===== src/rtl/div_pkg.sv =====
// Shared types and constants for the RV32M divide/remainder sequencer.
package div_pkg;

    typedef enum logic [1:0] {
        IDLE = 2'd0,
        CALC = 2'd1,
        FIX  = 2'd2,
        DONE = 2'd3
    } div_state_e;

    localparam logic [2:0] F3_DIV  = 3'b100;
    localparam logic [2:0] F3_DIVU = 3'b101;
    localparam logic [2:0] F3_REM  = 3'b110;
    localparam logic [2:0] F3_REMU = 3'b111;

    localparam logic [6:0] M_FUNCT7 = 7'b0000001;

endpackage


===== src/rtl/div_sequencer_if.sv =====
// EX-stage handshake between the pipeline and the divide sequencer.
interface div_sequencer_if #(
    parameter int unsigned XLEN = 32
);
    logic            start;
    logic [2:0]      funct3;
    logic [XLEN-1:0] dividend;
    logic [XLEN-1:0] divisor;
    logic            flush;
    logic            stall;
    logic            busy;
    logic            done;
    logic [XLEN-1:0] result;

    modport master (
        output start, funct3, dividend, divisor, flush,
        input  stall, busy, done, result
    );

    modport slave (
        input  start, funct3, dividend, divisor, flush,
        output stall, busy, done, result
    );
endinterface


===== src/rtl/div_step.sv =====
// One radix-2 restoring division iteration on unsigned magnitudes.
module div_step #(
    parameter int unsigned XLEN = 32
) (
    input  logic [XLEN-1:0] rem_i,
    input  logic [XLEN-1:0] quo_i,
    input  logic [XLEN-1:0] dvs_i,
    output logic [XLEN-1:0] rem_o,
    output logic [XLEN-1:0] quo_o
);
    logic [XLEN:0] shifted;
    logic [XLEN:0] trial;

    // rem < divisor always holds, so the shifted partial remainder fits XLEN+1 bits
    // and bit XLEN of the trial is a clean borrow flag.
    always_comb begin
        shifted = {rem_i, quo_i[XLEN-1]};
        trial   = shifted - {1'b0, dvs_i};
        rem_o   = shifted[XLEN-1:0];
        quo_o   = {quo_i[XLEN-2:0], 1'b0};
        if (!trial[XLEN]) begin
            rem_o    = trial[XLEN-1:0];
            quo_o[0] = 1'b1;
        end
    end
endmodule


===== src/rtl/div_sequencer.sv =====
// Multi-cycle DIV/DIVU/REM/REMU sequencer: IDLE -> CALC (XLEN cycles) -> FIX -> DONE,
// with a one-cycle shortcut to DONE for divide-by-zero and signed overflow.
module div_sequencer
    import div_pkg::*;
#(
    parameter int unsigned XLEN = 32
) (
    input  logic           clk,
    input  logic           rst_n,
    div_sequencer_if.slave bus
);
    localparam int unsigned CW = $clog2(XLEN);

    div_state_e      state_q, state_d;
    logic [CW-1:0]   cnt_q, cnt_d;
    logic [XLEN-1:0] rem_q, rem_d;
    logic [XLEN-1:0] quo_q, quo_d;
    logic [XLEN-1:0] dvs_q, dvs_d;
    logic [XLEN-1:0] res_q, res_d;
    logic            is_rem_q, is_rem_d;
    logic            dvd_neg_q, dvd_neg_d;
    logic            quo_neg_q, quo_neg_d;
    logic            busy_q;

    logic [XLEN-1:0] step_rem, step_quo;
    logic            is_signed, is_rem, a_neg, b_neg, div_zero, ovf, accept;

    div_step #(.XLEN(XLEN)) u_step (
        .rem_i (rem_q),
        .quo_i (quo_q),
        .dvs_i (dvs_q),
        .rem_o (step_rem),
        .quo_o (step_quo)
    );

    // Unlisted funct3 encodings fall through to unsigned quotient.
    always_comb begin
        is_signed = (bus.funct3 == F3_DIV) || (bus.funct3 == F3_REM);
        is_rem    = (bus.funct3 == F3_REM) || (bus.funct3 == F3_REMU);
        a_neg     = is_signed && bus.dividend[XLEN-1];
        b_neg     = is_signed && bus.divisor[XLEN-1];
        div_zero  = (bus.divisor == '0);
        ovf       = is_signed && (bus.dividend == {1'b1, {(XLEN-1){1'b0}}})
                    && (bus.divisor == '1);
        accept    = (state_q == IDLE) && bus.start && !bus.flush;
    end

    always_comb begin
        state_d   = state_q;
        cnt_d     = cnt_q;
        rem_d     = rem_q;
        quo_d     = quo_q;
        dvs_d     = dvs_q;
        res_d     = res_q;
        is_rem_d  = is_rem_q;
        dvd_neg_d = dvd_neg_q;
        quo_neg_d = quo_neg_q;
        unique case (state_q)
            IDLE: begin
                if (accept) begin
                    is_rem_d  = is_rem;
                    dvd_neg_d = a_neg;
                    quo_neg_d = a_neg ^ b_neg;
                    if (div_zero) begin
                        res_d   = is_rem ? bus.dividend : '1;
                        state_d = DONE;
                    end else if (ovf) begin
                        res_d   = is_rem ? '0 : bus.dividend;
                        state_d = DONE;
                    end else begin
                        rem_d   = '0;
                        quo_d   = a_neg ? -bus.dividend : bus.dividend;
                        dvs_d   = b_neg ? -bus.divisor : bus.divisor;
                        cnt_d   = CW'(XLEN - 1);
                        state_d = CALC;
                    end
                end
            end
            CALC: begin
                rem_d = step_rem;
                quo_d = step_quo;
                if (cnt_q == '0) begin
                    state_d = FIX;
                end else begin
                    cnt_d = cnt_q - 1'b1;
                end
            end
            FIX: begin
                if (is_rem_q) begin
                    res_d = dvd_neg_q ? -rem_q : rem_q;
                end else begin
                    res_d = quo_neg_q ? -quo_q : quo_q;
                end
                state_d = DONE;
            end
            DONE: begin
                state_d = IDLE;
            end
            default: begin
                state_d = IDLE;
            end
        endcase
        if (bus.flush) begin
            state_d = IDLE;
            res_d   = res_q;
        end
    end

    always_ff @(posedge clk or negedge rst_n) begin
        if (!rst_n) begin
            state_q   <= IDLE;
            cnt_q     <= '0;
            rem_q     <= '0;
            quo_q     <= '0;
            dvs_q     <= '0;
            res_q     <= '0;
            is_rem_q  <= 1'b0;
            dvd_neg_q <= 1'b0;
            quo_neg_q <= 1'b0;
            busy_q    <= 1'b0;
        end else begin
            state_q   <= state_d;
            cnt_q     <= cnt_d;
            rem_q     <= rem_d;
            quo_q     <= quo_d;
            dvs_q     <= dvs_d;
            res_q     <= res_d;
            is_rem_q  <= is_rem_d;
            dvd_neg_q <= dvd_neg_d;
            quo_neg_q <= quo_neg_d;
            busy_q    <= (state_d != IDLE);
        end
    end

    always_comb begin
        bus.stall  = accept || (state_q == CALC) || (state_q == FIX);
        bus.busy   = busy_q;
        bus.done   = (state_q == DONE);
        bus.result = res_q;
    end
endmodule


===== src/flat_wrapper.sv =====
// flat-port wrapper written by rule: the top's interface ports become plain ports
module div_sequencer_flat import div_pkg::*;
#(
    parameter int unsigned XLEN = 32
)
  (clk, rst_n, bus_start, bus_funct3, bus_dividend, bus_divisor, bus_flush, bus_stall, bus_busy, bus_done, bus_result);
  div_sequencer_if #(.XLEN(XLEN)) bus_i ();
  input  logic clk;
  input  logic rst_n;
  input wire logic [$bits(bus_i.start)-1:0] bus_start;
  input wire logic [$bits(bus_i.funct3)-1:0] bus_funct3;
  input wire logic [$bits(bus_i.dividend)-1:0] bus_dividend;
  input wire logic [$bits(bus_i.divisor)-1:0] bus_divisor;
  input wire logic [$bits(bus_i.flush)-1:0] bus_flush;
  output wire logic [$bits(bus_i.stall)-1:0] bus_stall;
  output wire logic [$bits(bus_i.busy)-1:0] bus_busy;
  output wire logic [$bits(bus_i.done)-1:0] bus_done;
  output wire logic [$bits(bus_i.result)-1:0] bus_result;
  assign bus_i.start = bus_start;
  assign bus_i.funct3 = bus_funct3;
  assign bus_i.dividend = bus_dividend;
  assign bus_i.divisor = bus_divisor;
  assign bus_i.flush = bus_flush;
  assign bus_stall = bus_i.stall;
  assign bus_busy = bus_i.busy;
  assign bus_done = bus_i.done;
  assign bus_result = bus_i.result;
  div_sequencer #(.XLEN(XLEN)) u_core (.clk(clk), .rst_n(rst_n), .bus(bus_i));
endmodule

===== config.mk =====
export PLATFORM = sky130hd
export DESIGN_NAME = div_sequencer_flat
export DESIGN_NICKNAME = d
export VERILOG_FILES = /design/src/rtl/div_pkg.sv /design/src/rtl/div_sequencer_if.sv /design/src/rtl/div_step.sv /design/src/rtl/div_sequencer.sv /design/src/flat_wrapper.sv
export SDC_FILE = /design/constraint.sdc
export NUM_CORES = 1
export LEC_CHECK = 0
export ABC_AREA = 1
export BUFFER_PORTS_ARGS = -buffer_cell sky130_fd_sc_hd__buf_2
export CELL_PAD_IN_SITES_DETAIL_PLACEMENT = 0
export CELL_PAD_IN_SITES_GLOBAL_PLACEMENT = 1
export CORE_MARGIN = 2
export CORE_UTILIZATION = 43
export CTS_CLUSTER_SIZE = 30
export DETAILED_ROUTE_END_ITERATION = 10
export PLACE_DENSITY_LB_ADDON = 0.1
export SYNTH_ARGS = -nofsm -noshare
export SYNTH_HDL_FRONTEND = slang
export SYNTH_HIERARCHICAL = 1
export SYNTH_SLANG_ARGS = --single-unit

===== constraint.sdc =====
create_clock -name clk -period 2.69 [get_ports clk]
set_input_delay 0.4035 -clock clk [delete_from_list [all_inputs] [get_ports clk]]
set_output_delay 0.4035 -clock clk [all_outputs]
set_load 0.05 [all_outputs]

==> summary.md, run 1 <==
| Metric | Value |
|---|---|
| Via count | 16,100 |
| Slew Limit Fails | 0 |
| Power per cell area | 866 mW/mm² |
| Ratio of cells with drive above 1 in the final layout | 0.0964 |
| Skew-Pair Late Insertion Delay | 0.45 ns |
| Area growth from synthesis to layout | 11.8% |
| Fillers | 3,639 |
| Clock sinks | 139 |
| Clk pin slew, worst setup/hold paths | 0.06 ns |
| Num ports | 106 |
| Mean Syn Cell Area | 5.68 µm² |
| DP HPWL | 41,800 µm |
| Lkg Pwr | 8.64 nW |
| Post-synth EDFFs | 0 |
| Root Driver | clkbuf_16 |
| CORE AREA | 0.0326 mm² |
| Clock Path Buffers | 2 |
| CP required | 2.29 ns |
| Synth top area share | 0.254 |
| Setup Crit Path Kind | flip-flop to output port |
| Status | completed |
| DIE AREA | 0.0346 mm² |
| Vias in the first global route | 14,600 |
| Tmin final | 2.59 ns |
| Number of port buffers | 105 |
| Bufs and invs on worst path | 2 |
| Worst EP arrival | 2.18 ns |
| Ys async rst share | 1.00 |
| CP Capture Type | output port |
| Endpoints failing setup | 0 |
| Overflow after GRT | 0 |
| R2R Setup Slk | 0.19 ns |
| HP Class | primary input to flip-flop |
| Routed Antenna Nets | 0 |
| # rows | 66 |
| Sequential fraction of the synthesis area | 0.244 |
| Syn Inst Count | 2,510 |
| Tot Pwr | 13.8 mW |
| DRC | 0 |
| Initial DRC count | 1,512 |
| Area leader, netlist | nand2_1 |
| Slew of the pin with the lowest slew margin | 0.672 ns |
| DIE WIDTH | 186 µm |
| Syn_nets | 2,621 |
| CTS tree | yes |
| #FFs+latches synth | 139 |
| WL final | 52,400 µm |
| Routed len/inst | 17.2 µm |
| Maximum clock frequency | 386 MHz |
| Cell Area, Synth | 0.0143 mm² |
| Distinct cells, synth | 47 |
| Die Y | 186 µm |
| Worst Skew | 0.0181 ns |
| Synth warn | 6 |
| Top area cells in the synthesized netlist | nand2_1 (25%), dfrtp_1 (24%), nand3_1 (9.3%) |
| Worst slew margin | 0.552 |
| H-Tree Depth | 4 |
| RSZ-0062 raised after global routing | no |
| Final hold violations | 0 |
| CTS buffer count | 17 |
| Slowest stage delay, CP | 0.46 ns |
| Initial Util | 0.437 |
| Max Cap Viol | 0 |
| DRT Pass-1 Iters | 6 |
| Total GRT Usage | 0.307 |
| Antenna violations before repair | 0 |
| Fin nets | 2,702 |
| Vias per inst | 5.28 |
| GPL Wtd Cong | 0.963 |
| CP top delay family | simple AND/OR/NAND/NOR gates |
| First-pass GRT wire length | 81,100 µm |
| CP Cell Sequence | nor2_2 > inv_1 > nor3_4 > nor2_1 > nand2_1 > buf_2 |
| Startpoint types | flip-flop |
| N_diodes | 0 |
| Largest net degree at the start of global routing | 66 |
| Maximum vdd ir drop | 524 µV |
| Most common flop cell mapped by yosys | dfrtp_1 |
| Slowest cell on the critical path | dfrtp_1 |
| Crit path max fanout | 6 |
| Final period utilization | 0.962 |
| TNS Setup | 0 ns |
repair_timing:
action                     CTS  global route
setup buffers                0             0
setup endpoints to repair    0            33
gates resized for setup      0             3
hold endpoints to repair    10             0
hold buffers                 1             0
placed cells by master, fill, tap and decap left out, types with 3 or more instances in the layout:
| cell type | instances |
|---|---|
| xor2_1 | 41 |
| and2_1 | 6 |
| nor2_1 | 248 |
| nor2_2 | 8 |
| buf_2 | 104 |
| nor2_4 | 3 |
| o21ai_1 | 48 |
| nand2_2 | 8 |
| inv_1 | 305 |
| buf_12 | 8 |
| and3_1 | 5 |
| o21bai_1 | 8 |
| nand3b_1 | 8 |
| inv_2 | 4 |
| ha_1 | 39 |
| xnor2_1 | 4 |
| nand2_1 | 965 |
| inv_6 | 5 |
| nand3_2 | 3 |
| or2_2 | 11 |
| o21ai_0 | 125 |
| nand4_1 | 29 |
| buf_4 | 58 |
| dfrtp_1 | 139 |
| clkinv_4 | 3 |
| a21boi_0 | 3 |
| o211ai_1 | 5 |
| o31ai_1 | 5 |
| nor3_1 | 23 |
| a21oi_1 | 71 |
| nand3_1 | 263 |
| clkbuf_16 | 17 |
flip-flops by register name, summed over array words and instances (netlist names):
| signal | count |
|---|---|
| u_core/bus.busy | 1 |
| u_core/bus.result | 32 |
| u_core/cnt_q | 5 |
| u_core/dvd_neg_q | 1 |
| u_core/dvs_q | 32 |
| u_core/is_rem_q | 1 |
| u_core/quo_neg_q | 1 |
| u_core/quo_q | 32 |
| u_core/rem_q | 32 |
| u_core/state_q | 2 |
logic make-up after synthesis:
family / Yosys count / share of synthesized area
compound gates: 274 / 0.101
xor+xnor: 45 / 0.0276
fa+ha+maj: 40 / 0.0356
buf+inv: 420 / 0.128
flops: 139 / 0.244
simple gates: 1592 / 0.464
per-layer routing:
layer | global-route usage | up-vias | part of all wire
li1 | - | 8057 | -
met1 | 0.452 | 7357 | 0.47
met2 | 0.460 | 601 | 0.42
met3 | 0.0496 | 82 | 0.075
met4 | 0.0894 | 0 | 0.027
met5 | 0 | - | 0
synthesized netlist by cell type (2+ instances only):
master    instances
nand2_2           8
nand3b_1          8
a31oi_1           2
and3_1            5
nor3_1           23
buf_2            18
nor2_1          251
ha_1             39
xor2_1           41
inv_2             4
nor2_2            8
nand3_1         264
nand2_1         965
nand2_4           3
buf_6            12
nor3_2            2
dfrtp_1         139
xnor2_1           4
or2_2            11
and2_1            6
nand3_2           2
o21ai_0         125
o211ai_1          5
nor3b_1           2
inv_1           305
a21oi_2           2
a21boi_0          3
clkbuf_1         37
buf_1             8
o21bai_1          8
o31ai_1           5
buf_4            35
o21ai_1          48
nand4_1          29
a21oi_1          71
through the flow:
stage | instances | area, µm² | utilization | hold slack [ns] | setup WS (ns)
6_report | 3046 | 16000 | 0.489 | 0.207 | 0.102
5_1_grt | 3046 | 16000 | 0.489 | 0.196 | 0.0335
4_1_cts | 3046 | 15900 | 0.489 | 0.165 | 0.0592
3_5_place_dp | 3013 | 15300 | 0.470 | 0.460 | 0.130
3_3_place_gp | 3013 | 15300 | 0.470 | 0.459 | 0.207
2_1_floorplan | 2510 | 14300 | - | 0.108 | 0.456
path summary, 6_finish.rpt:
| path | start | end | depth (start not counted) |
|---|---|---|---|
| max | u_core/state_q[0]$_DFF_PN0_ | bus_stall | 6 |
| max in group asynchronous | rst_n | u_core/bus.result[23]$_DFFE_PN0P_ | 3 |
| max reg2reg | u_core/dvs_q[0]$_DFFE_PN0P_ | u_core/quo_q[0]$_DFFE_PN0P_ | 18 |
| min | bus_flush | u_core/state_q[1]$_DFF_PN0_ | 2 |
| min in group asynchronous | rst_n | u_core/rem_q[19]$_DFFE_PN0P_ | 2 |
| min reg2reg | u_core/bus.result[21]$_DFFE_PN0P_ | u_core/bus.result[21]$_DFFE_PN0P_ | 2 |
power by group:
part           internal [mW]  total (mW)  switching [mW]
Combinational           2.56        8.12            5.56
Clock                   1.44        2.51            1.07
Sequential              2.63        3.18           0.549
Total                   6.63        13.8            7.19
area by class of cell:
type                    count  area, µm²  share of cell area
well taps                 442        553              0.0347
flip-flops and latches    139       3480               0.218
inverters                 310       1160              0.0730
repair buffers            172       1140              0.0713
clock inverters            13        156             0.00980
multi-input cells        1951       9010               0.565
clock buffers              19        453              0.0284
No activity file was read; power rests on OpenSTA's default activity.
==> run 2, diff against run 1 <==
==> constraint.sdc (replaced) <==
create_clock -name clk -period 2.69 [get_ports clk]
set_input_delay 0.538 -clock clk [delete_from_list [all_inputs] [get_ports clk]]
set_output_delay 0.538 -clock clk [all_outputs]
set_load 0.05 [all_outputs]
==> summary.md, run 2 (synthesis gave the netlist of run 1 again) <==
| Metric | Value |
|---|---|
| Total GRT Usage | 0.310 |
| Ratio of cells with drive above 1 in the final layout | 0.0985 |
| Clock Path Buffers | 2 |
| CTS tree | yes |
| Clock sinks | 139 |
| Slowest stage delay, CP | 0.37 ns |
| Clk pin slew, worst setup/hold paths | 0.06 ns |
| Overflow after GRT | 0 |
| Hold slack | 0.0849 ns |
| Placed instance count | 3,014 |
| Root Driver | clkbuf_16 |
| CP Cell Sequence | inv_1 > ha_1 > nand2_1 > inv_1 > nand2_1 > nand2_1 > nand2_1 > nand2_1 > a21oi_2 > nand3_4 > nand2_4 > nand2_1 > nand2_1 > nand2_1 > o21ai_1 |
| Final period utilization | 0.950 |
| Combinational share of power | 0.596 |
| # rows | 66 |
| Int Pwr | 6.70 mW |
| Status | completed |
| Area growth from synthesis to layout | 12.6% |
| Final hold violations | 0 |
| Lkg Pwr | 8.69 nW |
| Initial DRC count | 1,662 |
| Initial Util | 0.437 |
| Most frequent cells in the layout | nand2_1 (965), inv_1 (305), nand3_1 (261) |
| Endpoints failing setup | 0 |
| P_sw | 7.46 mW |
| Worst slew margin | 0.445 |
| H-Tree Depth | 4 |
| Slowest cell on the critical path | dfrtp_1 |
| Num ports | 106 |
| Net Sw Frac | 0.527 |
| WL final | 53,300 µm |
| Seq pwr share | 0.225 |
| Worst Skew | 0.0117 ns |
| Commonest non-fill, non-tap cell in the layout | nand2_1 |
| DRT Pass-1 Iters | 7 |
| Number of port buffers | 105 |
| CTS buffer count | 17 |
| GPL Wtd Cong | 0.963 |
| Vias in the first global route | 14,900 |
| Area post-placement | 0.0153 mm² |
| First-pass GRT wire length | 82,100 µm |
| CP top delay family | simple AND/OR/NAND/NOR gates |
| DIE AREA | 0.0346 mm² |
| Vias per inst | 5.33 |
| Most used cell, CP | nand2_1 |
| Maximum vdd ir drop | 518 µV |
| Skew-Pair Late Insertion Delay | 0.45 ns |
| Slew Limit Fails | 0 |
| Non-Filler Instances | 3,050 |
| CP Capture Type | flip-flop |
| Tmin final | 2.56 ns |
| Design area | 0.0161 mm² |
| Bufs and invs on worst path | 2 |
| CP required | 3.06 ns |
| Routed len/inst | 17.5 µm |
| Maximum clock frequency | 391 MHz |
| DRC | 0 |
| TNS Setup | 0 ns |
| Clk network pwr share | 0.178 |
| Routed Antenna Nets | 0 |
| Crit path max fanout | 8 |
| Slew of the pin with the lowest slew margin | 0.831 ns |
| Max Cap Viol | 0 |
| Via count | 16,200 |
| Die Y | 186 µm |
| Setup Crit Path Kind | flip-flop to flip-flop |
| HP Class | primary input to asynchronous set/reset pin |
| N_diodes | 0 |
| Antenna violations before repair | 0 |
| DP HPWL | 42,000 µm |
| Startpoint types | flip-flop |
| CORE AREA | 0.0326 mm² |
| Worst EP arrival | 2.92 ns |
| DIE WIDTH | 186 µm |
| Fin nets | 2,707 |
| Power per cell area | 881 mW/mm² |
| Largest net degree at the start of global routing | 66 |
run 2: per-layer routing:
layer | up-vias | track usage | wire length [µm]
met3 | 68 | 0.0510 | 3790
met4 | 0 | 0.0860 | 1300
met2 | 578 | 0.478 | 23000
li1 | 8075 | - | -
met1 | 7525 | 0.448 | 25300
met5 | - | 0 | 0
run 2: cell type report:
cell class,instances,area (µm²)
Clock buffer,18,439
Clock inverter,13,168
Fill cell,3605,16600
Inverter,310,1160
Multi-Input combinational cell,1955,9120
Sequential cell,139,3480
Tap cell,442,553
Timing Repair Buffer,173,1140
run 2: worst paths after layout:
kind | startpoint | to | cells after the start | slack (ns)
worst max register to register | u_core/dvs_q[18]$_DFFE_PN0P_ | u_core/rem_q[6]$_DFFE_PN0P_ | 15 | 0.13
worst min-delay path | rst_n | u_core/rem_q[30]$_DFFE_PN0P_ | 1 | 0.08
worst max-delay path | u_core/dvs_q[18]$_DFFE_PN0P_ | u_core/rem_q[6]$_DFFE_PN0P_ | 15 | 0.13
worst min register to register | u_core/bus.result[26]$_DFFE_PN0P_ | u_core/bus.result[26]$_DFFE_PN0P_ | 2 | 0.47
min in group clk | bus_flush | u_core/state_q[1]$_DFF_PN0_ | 2 | 0.32
max in group asynchronous | rst_n | u_core/dvs_q[21]$_DFFE_PN0P_ | 2 | 1.85
run 2: timing repair:
item	in CTS	in global routing
setup buffers	0	1
resized for setup	0	12
endpoints found under the setup margin	0	33
hold buffers	0	0
run 2: stage by stage:
stage / utilization / setup WS, ns / power (mW)
floorplan: - / 0.456 / 9.02
global placement: 0.470 / 0.0934 / 11.1
detailed placement: 0.470 / 0.0681 / 11.2
CTS: 0.488 / 0.130 / 13.7
global route: 0.492 / -0.0436 / 15.4
finish: 0.492 / 0.134 / 14.2
run 2: power by group through the flow:
stage	clock, mW	combinational, mW	sequential (mW)
after detailed placement	0	7.96	3.21
after global placement	0	7.89	3.20
after CTS	2.56	8.00	3.18
final	2.52	8.44	3.19
after floorplan	0	5.42	3.60
after global routing	2.65	9.46	3.25
